`src/rtl/uart_scrambler_txrx.sv`:
```
// uart_scrambler_txrx: full-duplex UART with LFSR keystream scrambling.
//
// TX XORs each accepted word with the TX LFSR key and serialises it
// (start, data LSB first, optional even parity, stop). RX synchronises the
// line, rejects short start glitches, deserialises, and XORs with the RX
// LFSR key. Each path has its own LFSR, which steps once per frame.
//
// Ports:
//   M_CLOCK        clock
//   M_RESET        asynchronous active-high reset
//   tx_data        plaintext word to send
//   tx_valid       tx_data offered
//   tx_ready       transmitter idle, accepts tx_data this cycle
//   tx_out         serial line out, idle high
//   rx_in          asynchronous serial line in
//   rx_data        descrambled received word (held until next rx_valid)
//   rx_valid       one-cycle strobe for rx_data / error flags
//   rx_parity_err  even-parity mismatch (only when PARITY_EN)
//   rx_frame_err   stop bit sampled as 0
//   lfsr_resync    reload LFSR_SEED into both LFSRs
module uart_scrambler_txrx #(
  parameter int unsigned BAUD_DIV    = 5208,
  parameter int unsigned DATA_W      = 8,
  parameter int unsigned PARITY_EN   = 0,
  parameter int unsigned SCRAMBLE_EN = 1,
  parameter logic [7:0]  LFSR_SEED   = 8'hFF
) (
  input  logic              M_CLOCK,
  input  logic              M_RESET,
  input  logic [DATA_W-1:0] tx_data,
  input  logic              tx_valid,
  output logic              tx_ready,
  output logic              tx_out,
  input  logic              rx_in,
  output logic [DATA_W-1:0] rx_data,
  output logic              rx_valid,
  output logic              rx_parity_err,
  output logic              rx_frame_err,
  input  logic              lfsr_resync
);

  localparam logic [15:0] BAUD_LAST = 16'(BAUD_DIV - 1);
  localparam logic [15:0] HALF_LAST = 16'(BAUD_DIV / 2 - 1);
  localparam logic [2:0]  BIT_LAST  = 3'(DATA_W - 1);

  typedef enum logic [2:0] {IDLE, START, DATA, PARITY, STOP} state_t;

  function automatic logic [7:0] lfsr_next(input logic [7:0] l);
    return {l[6], l[5], l[4], l[3] ^ l[7], l[2] ^ l[7], l[1], l[0], l[7]};
  endfunction

  function automatic logic [DATA_W-1:0] key_of(input logic [7:0] l);
    return (SCRAMBLE_EN != 0) ? l[DATA_W-1:0] : '0;
  endfunction

  // ---------------- TX ----------------
  state_t            tx_state_q, tx_state_d;
  logic [15:0]       tx_baud_q, tx_baud_d;
  logic [2:0]        tx_bit_q, tx_bit_d;
  logic [DATA_W-1:0] tx_shift_q, tx_shift_d;
  logic [7:0]        tx_lfsr_q, tx_lfsr_d, tx_lfsr_cur;
  logic              tx_out_q, tx_out_d;

  always_comb begin
    tx_lfsr_cur = lfsr_resync ? LFSR_SEED : tx_lfsr_q;
    tx_state_d  = tx_state_q;
    tx_baud_d   = tx_baud_q;
    tx_bit_d    = tx_bit_q;
    tx_shift_d  = tx_shift_q;
    tx_lfsr_d   = tx_lfsr_cur;
    tx_out_d    = 1'b1;
    tx_ready    = (tx_state_q == IDLE);

    if (tx_state_q == IDLE) begin
      if (tx_valid) begin
        tx_shift_d = tx_data ^ key_of(tx_lfsr_cur);
        tx_lfsr_d  = lfsr_next(tx_lfsr_cur);
        tx_state_d = START;
        tx_baud_d  = '0;
      end
    end else if (tx_baud_q == BAUD_LAST) begin
      tx_baud_d = '0;
      case (tx_state_q)
        START: begin
          tx_state_d = DATA;
          tx_bit_d   = '0;
        end
        DATA: begin
          if (tx_bit_q == BIT_LAST) tx_state_d = (PARITY_EN != 0) ? PARITY : STOP;
          else                      tx_bit_d   = tx_bit_q + 3'd1;
        end
        PARITY:  tx_state_d = STOP;
        default: tx_state_d = IDLE;
      endcase
    end else begin
      tx_baud_d = tx_baud_q + 16'd1;
    end

    // Line level is registered from the next state so tx_out is glitch-free.
    case (tx_state_d)
      START:   tx_out_d = 1'b0;
      DATA:    tx_out_d = tx_shift_d[tx_bit_d];
      PARITY:  tx_out_d = ^tx_shift_d;
      default: tx_out_d = 1'b1;
    endcase
  end

  always_ff @(posedge M_CLOCK or posedge M_RESET) begin
    if (M_RESET) begin
      tx_state_q <= IDLE;
      tx_baud_q  <= '0;
      tx_bit_q   <= '0;
      tx_shift_q <= '0;
      tx_lfsr_q  <= LFSR_SEED;
      tx_out_q   <= 1'b1;
    end else begin
      tx_state_q <= tx_state_d;
      tx_baud_q  <= tx_baud_d;
      tx_bit_q   <= tx_bit_d;
      tx_shift_q <= tx_shift_d;
      tx_lfsr_q  <= tx_lfsr_d;
      tx_out_q   <= tx_out_d;
    end
  end

  assign tx_out = tx_out_q;

  // ---------------- RX ----------------
  logic              rx_sync1_q, rx_sync2_q;
  state_t            rx_state_q, rx_state_d;
  logic [15:0]       rx_baud_q, rx_baud_d;
  logic [2:0]        rx_bit_q, rx_bit_d;
  logic [DATA_W-1:0] rx_shift_q, rx_shift_d;
  logic              rx_par_q, rx_par_d;
  logic [7:0]        rx_lfsr_q, rx_lfsr_d, rx_lfsr_cur;
  logic              rx_wait_high_q, rx_wait_high_d;
  logic              rx_valid_q, rx_valid_d;
  logic [DATA_W-1:0] rx_data_q, rx_data_d;
  logic              rx_perr_q, rx_perr_d;
  logic              rx_ferr_q, rx_ferr_d;

  always_comb begin
    rx_lfsr_cur    = lfsr_resync ? LFSR_SEED : rx_lfsr_q;
    rx_state_d     = rx_state_q;
    rx_baud_d      = rx_baud_q;
    rx_bit_d       = rx_bit_q;
    rx_shift_d     = rx_shift_q;
    rx_par_d       = rx_par_q;
    rx_lfsr_d      = rx_lfsr_cur;
    rx_wait_high_d = rx_wait_high_q;
    rx_valid_d     = 1'b0;
    rx_data_d      = rx_data_q;
    rx_perr_d      = rx_perr_q;
    rx_ferr_d      = rx_ferr_q;

    case (rx_state_q)
      IDLE: begin
        // After a framing error the line must go high before a new start.
        if (rx_wait_high_q) begin
          if (rx_sync2_q) rx_wait_high_d = 1'b0;
        end else if (!rx_sync2_q) begin
          rx_state_d = START;
          rx_baud_d  = '0;
        end
      end
      START: begin
        if (rx_baud_q == HALF_LAST) begin
          rx_baud_d  = '0;
          rx_bit_d   = '0;
          rx_state_d = rx_sync2_q ? IDLE : DATA;
        end else begin
          rx_baud_d = rx_baud_q + 16'd1;
        end
      end
      default: begin
        if (rx_baud_q == BAUD_LAST) begin
          rx_baud_d = '0;
          case (rx_state_q)
            DATA: begin
              rx_shift_d = {rx_sync2_q, rx_shift_q[DATA_W-1:1]};
              if (rx_bit_q == BIT_LAST) rx_state_d = (PARITY_EN != 0) ? PARITY : STOP;
              else                      rx_bit_d   = rx_bit_q + 3'd1;
            end
            PARITY: begin
              rx_par_d   = rx_sync2_q;
              rx_state_d = STOP;
            end
            default: begin
              rx_valid_d     = 1'b1;
              rx_data_d      = rx_shift_q ^ key_of(rx_lfsr_cur);
              rx_perr_d      = (PARITY_EN != 0) && (rx_par_q != ^rx_shift_q);
              rx_ferr_d      = !rx_sync2_q;
              rx_wait_high_d = !rx_sync2_q;
              rx_lfsr_d      = lfsr_next(rx_lfsr_cur);
              rx_state_d     = IDLE;
            end
          endcase
        end else begin
          rx_baud_d = rx_baud_q + 16'd1;
        end
      end
    endcase
  end

  always_ff @(posedge M_CLOCK or posedge M_RESET) begin
    if (M_RESET) begin
      rx_sync1_q     <= 1'b1;
      rx_sync2_q     <= 1'b1;
      rx_state_q     <= IDLE;
      rx_baud_q      <= '0;
      rx_bit_q       <= '0;
      rx_shift_q     <= '0;
      rx_par_q       <= 1'b0;
      rx_lfsr_q      <= LFSR_SEED;
      rx_wait_high_q <= 1'b0;
      rx_valid_q     <= 1'b0;
      rx_data_q      <= '0;
      rx_perr_q      <= 1'b0;
      rx_ferr_q      <= 1'b0;
    end else begin
      rx_sync1_q     <= rx_in;
      rx_sync2_q     <= rx_sync1_q;
      rx_state_q     <= rx_state_d;
      rx_baud_q      <= rx_baud_d;
      rx_bit_q       <= rx_bit_d;
      rx_shift_q     <= rx_shift_d;
      rx_par_q       <= rx_par_d;
      rx_lfsr_q      <= rx_lfsr_d;
      rx_wait_high_q <= rx_wait_high_d;
      rx_valid_q     <= rx_valid_d;
      rx_data_q      <= rx_data_d;
      rx_perr_q      <= rx_perr_d;
      rx_ferr_q      <= rx_ferr_d;
    end
  end

  assign rx_valid      = rx_valid_q;
  assign rx_data       = rx_data_q;
  assign rx_parity_err = rx_perr_q;
  assign rx_frame_err  = rx_ferr_q;

endmodule

```
`config.mk`:
```
export PLATFORM = sky130hd
export DESIGN_NAME = uart_scrambler_txrx
export DESIGN_NICKNAME = d
export VERILOG_FILES = /design/src/rtl/uart_scrambler_txrx.sv
export SDC_FILE = /design/constraint.sdc
export NUM_CORES = 1
export LEC_CHECK = 0
export BUFFER_PORTS_ARGS = -buffer_cell sky130_fd_sc_hd__buf_2
export CAP_MARGIN = 20
export CELL_PAD_IN_SITES_DETAIL_PLACEMENT = 0
export CELL_PAD_IN_SITES_GLOBAL_PLACEMENT = 1
export CORE_MARGIN = 2
export CORE_UTILIZATION = 25
export DETAILED_ROUTE_END_ITERATION = 8
export PLACE_DENSITY_LB_ADDON = 0.1
export SLEW_MARGIN = 20
export SYNTH_ARGS = -nofsm -noshare
export SYNTH_HDL_FRONTEND = slang
export SYNTH_SLANG_ARGS = --single-unit
```
`constraint.sdc`:
```
create_clock -name M_CLOCK -period 2.9 [get_ports M_CLOCK]
set_input_delay 0.58 -clock M_CLOCK [delete_from_list [all_inputs] [get_ports M_CLOCK]]
set_output_delay 0.58 -clock M_CLOCK [all_outputs]
set_load 0.02 [all_outputs]
```
==> metrics <==
M3 GR Usage 2.63%; worst flop-to-flop path startpoint tx_bit_q[0]$_DFF_PP0_; antenna viol nets, final 0; Placer Congestion 0.758; fin crit period 2.44 ns; Avg WL per Cell 14.0 um; Synth Register Bits 90; Post-synth EDFFs 0; DR vias/cell 4.56; Peak supply drop 273 uV; Hold-fix buffers, CTS 0; P_sw 0.805 mW; crit path kind flop to flop; critical path's slowest cell or4b_1; initial antenna violation count 0; Worst Hold Class primary input to async pin; row count 49; Tcrit/Tclk final 84.1%; P_int 2.30 mW; RSZ-0062 raised after global routing no; Detailed Place HPWL 6810 um; Top delay family on crit path compound AO/OA/AOI/OAI gates; clk_lat worst skew 0.35 ns; CP max stage delay 0.48 ns; crit-path max FO 6; # Post-CTS Setup Buffers 0; Post-Syn Instances 464; Post-Syn Area 0.00451 sq mm; Die X-Extent 138 um; layout cells sized above 1 19.1%; clk sink count 90; routed wire length 10200 um; setup ws final 0.460 ns; Slew HR 54.9%; synth warn 0; Via Count 3308; Net Count, Synth 482; post-synthesis cell type count 52; total power 3.10 mW; Die Area 0.0191 sq mm; Total GRT Usage 11.4%; crit path from tx_bit_q[0]$_DFF_PP0_; prevailing post-synth register cell dfrtp_1; met1 GRT Util 15.3%; post-synthesis async set-or-reset flop share 100%; sequential area share after synthesis 50.4%; M2 GR Usage 18.3%; setup total negative slack 0 ns; max-slew violations 0; CTS buffer count 9; Worst Setup End Kind flop; Core Region 0.0178 sq mm; fillcell total 1874; area of the multi-input gates 0.00213 sq mm; clk buf depth 2; Die Ht 138 um; Initial Utilization 25.3%; Ant. Diodes 0; post-cts resize count 0; leakage 2.42 nW; most frequent cells in the layout 71 x dfrtp_1, 69 x nand2_1, 48 x nor2_1, 48 x o21ai_0, 27 x xor2_1; status complete, no violations; max cap viols 0; area added between synthesis and finish 16.8%; Port Buffers 24; most used cell, CP mux2i_1; fmax 0.410 GHz; number of H-tree levels 3; dpl ws 0.409 ns; initial drt markers 166; DRC 0; Crit path arrival time 2.71 ns; register area 0.00228 sq mm; register share of total power 45.5%; required time of the critical path 3.17 ns; Most Crowded Layer GR met2; # nets final 510; IO Count 26; largest net degree at the start of global routing 45; combinational share of power 11.7%; syn_area_per_cell 9.72 sq um; root buffer cell clkbuf_16; # setup viols final 0; Worst R2R Setup Slack 0.46 ns; first-pass GRT wire length 18000 um; CP Launch Type flop; clock skew 0.00760 ns; Buf+Inv Stages, Crit Path 0; clock power share 42.8%; vias in the first global route 3421; clock transition at the registers of the reported paths 0.07 ns; TritonCTS clock tree done; commonest non-fill, non-tap cell in the layout dfrtp_1; FF-to-FF End tx_out$_DFF_PP1_; worst r2r path cells 8; grt ovf 0; Pwr per Cell Area 589 mW/mm^2; CP Cell Sequence ha_1, a21o_4, or4b_1, o211ai_2, mux2i_1, mux2i_1, a211oi_1, o21bai_1; drt first pass iters 4; Hold Vio Cnt, Final 0; sw frac 25.9%; Slew @ Worst Pin 0.669 ns
==> per-layer routing <==
metal | share of wire (%) | up-vias
li1 | - | 1661
met1 | 50 | 1601
met4 | 1.5 | 0
met5 | 0 | -
met2 | 46 | 34
met3 | 2.5 | 12
==> cells in the mapped netlist (7+ instances only) <==
cell type	count	area, sq um
a21oi_1	9	45.0
and3_1	13	81.3
clkbuf_1	13	48.8
dfrtp_1	71	1780
dfstp_2	19	499
inv_1	7	26.3
mux2_2	9	101
nand2_1	69	259
nand3_1	23	115
nand3b_1	12	90.1
nor2_1	48	180
o21ai_0	48	240
xnor2_1	14	123
xor2_1	27	236
==> cells by family (layout without fill, tap and decap cells) <==
family                   Yosys count  after routing  share of synthesized area, %
multiplexers                      15             15                          3.58
adder cells (fa/ha/maj)            5              5                          1.39
other                              1              1                        0.0831
AND/OR/NAND/NOR                  200            200                          22.3
flip-flops                        90             90                          50.4
AO/OA/AOI/OAI                     87             87                          11.7
XOR/XNOR                          41             41                          7.96
buffers and inverters             25             58                          2.55
==> worst max-delay path by stage <==
stage	slack (ns)	end	depth (start not counted)
2_1_floorplan	0.02	rx_baud_q[0]$_DFFE_PP0P_	1
3_3_place_gp	0.48	tx_out$_DFF_PP1_	8
3_5_place_dp	0.41	tx_out$_DFF_PP1_	8
4_1_cts	0.46	tx_out$_DFF_PP1_	8
5_1_grt	0.23	tx_out$_DFF_PP1_	9
6_report	0.46	tx_out$_DFF_PP1_	8
==> metrics by stage <==
stage	hold WS [ns]	utilization (%)	std cells	area, sq um
after CTS	0.274	29.5	726	5270
after global routing	0.299	29.5	726	5270
after floorplan	0.345	-	464	4510
after detailed placement	0.348	27.6	710	4930
final	0.261	29.5	726	5270
after global placement	0.350	27.6	710	4930
==> power groups by stage <==
stage               clock, mW  sequential [mW]  combinational, mW
floorplan                   0             1.41              0.301
global placement            0             1.43              0.375
detailed placement          0             1.44              0.372
CTS                      1.39             1.41              0.373
global route             1.45             1.43              0.423
finish                   1.33             1.41              0.362
==> layout make-up <==
type / instances / share of cell area, %
timing repair buffer: 35 / 4.08
inverter: 7 / 0.522
sequential: 90 / 43.2
clock buffer: 10 / 4.54
tap: 229 / 5.44
multi-input combinational: 349 / 40.4
clock inverter: 6 / 1.85
==> sequential cells by signal, indices dropped and copies added (netlist names) <==
register / count
rx_data: 8
tx_baud_q: 16
rx_lfsr_q: 8
rx_valid: 1
tx_bit_q: 3
rx_frame_err: 1
tx_lfsr_q: 8
rx_wait_high_q: 1
rx_bit_q: 3
rx_state_q: 3
tx_state_q: 3
tx_shift_q: 8
rx_sync2_q: 1
tx_out: 1
rx_baud_q: 16
rx_shift_q: 8
rx_sync1_q: 1
No activity file was read; power rests on OpenSTA's default activity.
